$ cat src/rtl/branch_target_predictor.sv
// branch_target_predictor
// Direct-mapped branch target buffer with a 2-bit saturating counter per entry.
// Fetch gets a same-cycle taken/target prediction for pc_f, and execute feeds
// resolved outcomes back through the upd_* inputs. After every reset an init
// FSM walks the whole table and clears it before predictions are enabled.
// Optional build macro: BP_PERF_CNT_EN adds branch and mispredict counters.
module branch_target_predictor #(
   parameter int         INDEX_BITS = 6,
   parameter int         TAG_BITS   = 8,
   parameter logic [1:0] ALLOC_CTR  = 2'b10
) (
   input  logic        clk,
   input  logic        rst,
   input  logic [31:0] pc_f,
   output logic        predict_taken_f,
   output logic [31:0] predict_target_f,
   input  logic        upd_valid,
   input  logic [31:0] upd_pc,
   input  logic        upd_taken,
   input  logic [31:0] upd_target,
   input  logic        upd_pred_taken,
   output logic        init_busy
`ifdef BP_PERF_CNT_EN
   ,
   output logic [31:0] perf_branches,
   output logic [31:0] perf_mispredicts
`endif
);

   localparam int ENTRIES = 1 << INDEX_BITS;
   localparam int TAG_LO  = INDEX_BITS + 2;
   localparam int TAG_HI  = INDEX_BITS + TAG_BITS + 1;

   typedef enum logic {
      INIT = 1'b0,
      RUN  = 1'b1
   } state_t;

   state_t                state;
   state_t                state_next;
   logic [INDEX_BITS-1:0] clr_idx;
   logic [INDEX_BITS-1:0] clr_idx_next;

   logic                  valid_mem  [ENTRIES];
   logic [TAG_BITS-1:0]   tag_mem    [ENTRIES];
   logic [31:0]           target_mem [ENTRIES];
   logic [1:0]            ctr_mem    [ENTRIES];

   logic [INDEX_BITS-1:0] idx_f;
   logic [TAG_BITS-1:0]   tag_f;
   logic [INDEX_BITS-1:0] upd_idx;
   logic [TAG_BITS-1:0]   upd_tag;
   logic                  upd_hit;

   logic                  wr_en;
   logic [INDEX_BITS-1:0] wr_idx;
   logic                  wr_valid;
   logic [TAG_BITS-1:0]   wr_tag;
   logic [31:0]           wr_target;
   logic [1:0]            wr_ctr;

   // PC bits outside the index/tag slices never affect the table
   logic unused_bits;
`ifdef BP_PERF_CNT_EN
   assign unused_bits = ^{pc_f[1:0], pc_f[31:TAG_HI+1], upd_pc[1:0], upd_pc[31:TAG_HI+1]};
`else
   assign unused_bits = ^{pc_f[1:0], pc_f[31:TAG_HI+1], upd_pc[1:0], upd_pc[31:TAG_HI+1],
                          upd_pred_taken};
`endif

   assign idx_f   = pc_f[TAG_LO-1:2];
   assign tag_f   = pc_f[TAG_HI:TAG_LO];
   assign upd_idx = upd_pc[TAG_LO-1:2];
   assign upd_tag = upd_pc[TAG_HI:TAG_LO];
   assign upd_hit = valid_mem[upd_idx] && (tag_mem[upd_idx] == upd_tag);

   // State register; a low rst restarts the table clear from entry 0 at any time
   always_ff @(posedge clk) begin
      if (!rst) begin
         state   <= INIT;
         clr_idx <= '0;
      end else begin
         state   <= state_next;
         clr_idx <= clr_idx_next;
      end
   end

   // Next state: walk every entry once during INIT, then stay in RUN
   always_comb begin
      state_next   = state;
      clr_idx_next = clr_idx;
      init_busy    = 1'b0;
      unique case (state)
         INIT: begin
            init_busy    = 1'b1;
            clr_idx_next = clr_idx + 1'b1;
            if (clr_idx == {INDEX_BITS{1'b1}}) begin
               state_next = RUN;
            end
         end
         RUN: begin
            state_next = RUN;
         end
         default: begin
            state_next = INIT;
         end
      endcase
   end

   // Lookup reads the table as it stands before this cycle's update lands
   always_comb begin
      predict_taken_f  = 1'b0;
      predict_target_f = '0;
      if ((state == RUN) && valid_mem[idx_f] && (tag_mem[idx_f] == tag_f)
          && ctr_mem[idx_f][1]) begin
         predict_taken_f  = 1'b1;
         predict_target_f = target_mem[idx_f];
      end
   end

   // Choose the single table write for this cycle: clear during INIT, else train
   always_comb begin
      wr_en     = 1'b0;
      wr_idx    = upd_idx;
      wr_valid  = 1'b1;
      wr_tag    = upd_tag;
      wr_target = target_mem[upd_idx];
      wr_ctr    = ctr_mem[upd_idx];
      if (state == INIT) begin
         wr_en     = 1'b1;
         wr_idx    = clr_idx;
         wr_valid  = 1'b0;
         wr_tag    = '0;
         wr_target = '0;
         wr_ctr    = 2'b01;
      end else if (upd_valid) begin
         if (upd_hit) begin
            wr_en = 1'b1;
            if (upd_taken) begin
               wr_target = upd_target;
               wr_ctr    = (ctr_mem[upd_idx] == 2'b11) ? 2'b11 : ctr_mem[upd_idx] + 2'd1;
            end else begin
               wr_ctr    = (ctr_mem[upd_idx] == 2'b00) ? 2'b00 : ctr_mem[upd_idx] - 2'd1;
            end
         end else if (upd_taken) begin
            wr_en     = 1'b1;
            wr_target = upd_target;
            wr_ctr    = ALLOC_CTR;
         end
      end
   end

   // Table write port; reset only restarts the clear, it never writes an entry
   always_ff @(posedge clk) begin
      if (rst && wr_en) begin
         valid_mem[wr_idx]  <= wr_valid;
         tag_mem[wr_idx]    <= wr_tag;
         target_mem[wr_idx] <= wr_target;
         ctr_mem[wr_idx]    <= wr_ctr;
      end
   end

`ifdef BP_PERF_CNT_EN
   // Count resolved branches and mispredictions while running, wrapping at 2^32
   always_ff @(posedge clk) begin
      if (!rst) begin
         perf_branches    <= '0;
         perf_mispredicts <= '0;
      end else if ((state == RUN) && upd_valid) begin
         perf_branches <= perf_branches + 32'd1;
         if (upd_pred_taken != upd_taken) begin
            perf_mispredicts <= perf_mispredicts + 32'd1;
         end
      end
   end
`endif

endmodule

$ cat config.mk
export PLATFORM = sky130hd
export DESIGN_NAME = branch_target_predictor
export DESIGN_NICKNAME = d
export VERILOG_FILES = /design/src/rtl/branch_target_predictor.sv
export SDC_FILE = /design/constraint.sdc
export NUM_CORES = 2
export LEC_CHECK = 0
export ABC_CLOCK_PERIOD_IN_PS = 11100
export BUFFER_PORTS_ARGS = -buffer_cell sky130_fd_sc_hd__buf_2
export CAP_MARGIN = 20
export CORE_UTILIZATION = 50
export CTS_CLUSTER_SIZE = 30
export DETAILED_ROUTE_END_ITERATION = 10
export PLACE_DENSITY = 0.63
export REMOVE_ABC_BUFFERS = 1
export SYNTH_ARGS = -nofsm -noshare
export SYNTH_HDL_FRONTEND = slang
export SYNTH_SLANG_ARGS = --single-unit
$ cat constraint.sdc
create_clock -name clk -period 11.1 [get_ports clk]
set_clock_uncertainty 0.15 [all_clocks]
set_input_delay 0 -clock clk [delete_from_list [all_inputs] [get_ports clk]]
set_output_delay 0 -clock clk [all_outputs]
set_load 0.05 [all_outputs]
==> flow_summary.toml <==
[clock_tree]
cts.path.max_buffers = 4
cts_setup_buffers = 0
clock_latency_ns = 0.96
cts_resized = 0
hold_buffers = 60
h-tree-depth = 5
root_buffer = "clkbuf_16"
cts_tree = "done"
cts_sinks = 2759
cts_buffers = 309
clkSlewWorstSetupHoldPaths_ns = 0.06

[hold_path]
hp-class = "input pin to register"

[synth]
ys_types = 57
ys_seq_elements = 2759
synth_edf_count = 2752
synthCells = 5617
synthArstFlopShare_pct = 0
yosysMostFrequentCell = "edfxtp_1"
synth.avg_cell_area_sq_um = 22.57
synth_seq_area_share_pct = 65.31
synth_top_area_share_pct = 65.20
netlist_area_sq_mm = 0.1267
synth_top_area_cell = "edfxtp_1"
synth.top_cells.by_area = "edfxtp_1 65%, mux4_2 29%, mux2i_1 0.92%"
yosysWarnings = 0
ys.flop_type = "edfxtp_1"
synth_common_cells = "2752 x edfxtp_1, 1650 x mux4_2, 230 x clkbuf_1"

[detailed_routing]
first_pass_iters = 9
dr_total_vias = 69125
antenna_left = 0
viasPerCell = 7.300
drc = 18
drt_iter0_drc = 10535
wirelength_mm = 401.2
wl_per_cell_microns = 42.37

[layout]
area_growth_syn_to_layout_pct = 12.27
final_cells = 9469
nFillCells = 18324
multi_input_area_sq_mm = 0.04285
post_route_cells_drive_above_1_share_pct = 41.44
design_area_sq_mm = 0.1423
nNetsFinal = 6010
fin_util_pct = 56.55
ff_latch_area_sq_mm = 0.08278

[setup_path]
r2r_slack_ns = 5.35
crit_buf_inv = 7
cp_data_required_time_ns = 11.51
crit_type = "input pin to register"
path_delay_family = "buffers and inverters"
critPathMaxFanout = 64
cpPeakStageDelay_ns = 0.72
cp_cell_sequence = "dlygate4sd3_1 > buf_6 > buf_4 > buf_4 > nand3b_1 > o22ai_1 > nor4_1 > xor2_1 > o211ai_1 > nor4_1 > a211oi_4 > buf_4 > nor4_2 > buf_4 > buf_4"
arrival_ns = 6.67
path_common_cell = "buf_4"
startpoint_type = "input pin"
slowest_stage = "buf_4"
setup.worst_path.end_class = "register"

[placed_design]
dpl_cell_area_sq_mm = 0.1326
dp.cells = 8885
place_congestion = 0.8192
hpwl_mm = 220.5
numPortBuffers = 97

[floorplan]
core_area_sq_mm = 0.2516
dieArea_sq_mm = 0.2555
io_pins = 135
fp.dieH_microns = 505.5
initial_core_util_pct = 50.37
die_w_microns = 505.5
rows = 184

[timing]
drv_slew = 0
tns_ns = 0
period_needed_ns = 6.259
finalHoldViolCount = 0
max_freq_ghz = 0.1598
period_share_pct = 56.39
rsz0062_at_grt = "false"
worst_slew_pin_slew_ns = 1.208
setup_viol_count_final = 0
relSlewSlack_pct = 18.65

[outcome]
violations = "design-rule violations"
status = "finished, violations left"

[power_and_ir_drop]
seqPwrFrac_pct = 50.7
power_frac_comb_pct = 6.9
irDropWorstVdd_v = 0.0001319
netSwitchingPower_uw = 4896
power_uw = 22360
p_sw_share_pct = 21.90
p_leak_uw = 0.04566
clkPwrFrac_pct = 42.4
p_int_uw = 17460
pwr_density_cell_mw_per_mm2 = 157.1

[global_route]
grt_pass1_vias = 69844
grt_antenna_before_repair = 12
grt_max_degree = 127
grt_first_pass_wirelength_mm = 553.6
groute.usage.overall_pct = 31.61
overflow = 0

[run]
maxCapViolCount = 0
-- sequential cells by signal (all words and copies together) (netlist names) --
register	count
target_mem	2048
tag_mem	512
ctr_mem	128
valid_mem	64
clr_idx	6
state	1
-- power groups by stage --
stage	Sequential (uW)	Combinational (uW)	Clock, uW
final	11300	1550	9470
after global routing	11300	1610	9950
after CTS	11300	1560	9570
after detailed placement	11600	1540	0
after global placement	11600	1540	0
after floorplan	11600	841	0
-- worst min-delay path: cells and delay by family --
family | cells | cell delay, ns
buffers and inverters | 2 | 0.66
and+or+nand+nor | 1 | 0.20
AOI/OAI and AO/OA | 1 | 0.11
-- layout make-up --
cell class,instances,share of cell area [%]
multi-input combinational,2400,30.11
clock buffer,375,5.683
sequential,2759,58.18
inverter,9,0.03781
timing repair buffer,429,2.369
tap,3348,2.944
antenna,3,0.005276
clock inverter,146,0.6727
-- stage by stage --
step	hold slack, ns	setup slack [ns]
final	0.05708	4.841
after global routing	0.04597	4.703
after CTS	0.0009502	4.920
after detailed placement	0.1960	4.516
after global placement	0.1851	4.468
after floorplan	-0.02829	1.965
-- cell families after synthesis --
group	synth area share [%]
adder cells (fa/ha/maj)	0.009870
multiplexers	30.36
buffers and inverters	1.518
AND/OR/NAND/NOR	1.537
flip-flops	65.31
XOR/XNOR	0.1313
AO/OA/AOI/OAI	1.136
-- final timing paths --
check / from / end / cells past startpoint
setup / recovery: upd_pc[5] / target_mem[40][27]$_DFFE_PP_ / 15
hold / removal: upd_target[23] / target_mem[49][23]$_DFFE_PP_ / 4
setup reg to reg: tag_mem[7][3]$_DFFE_PP_ / target_mem[40][27]$_DFFE_PP_ / 12
hold reg to reg: clr_idx[5]$_SDFFE_PN0N_ / state$_SDFF_PN0_ / 2
-- routing by layer --
metal  vias to the layer above  track usage [%]  routed length [microns]
li1                      25774                -                        -
met1                     38119            44.02                   149300
met2                      4463            49.44                   191700
met3                       759            6.616                    43240
met4                        10            12.21                    16820
met5                         -                0                       67
-- layout by cell type, fill, tap and decap left out, types with 20 or more instances in the layout --
| cell | count |
|---|---|
| nor2b_1 | 49 |
| mux4_2 | 1650 |
| mux2i_1 | 117 |
| edfxtp_1 | 2752 |
| clkinv_1 | 73 |
| a22oi_1 | 35 |
| nand3_1 | 50 |
| a21oi_1 | 20 |
| buf_2 | 88 |
| nand2_1 | 143 |
| o21ai_0 | 43 |
| a21oi_4 | 32 |
| dlygate4sd3_1 | 60 |
| and2_1 | 21 |
| clkinv_2 | 51 |
| clkbuf_1 | 61 |
| clkbuf_16 | 314 |
| buf_4 | 261 |
| nor4_2 | 48 |
(Power assumes the default switching activity.)
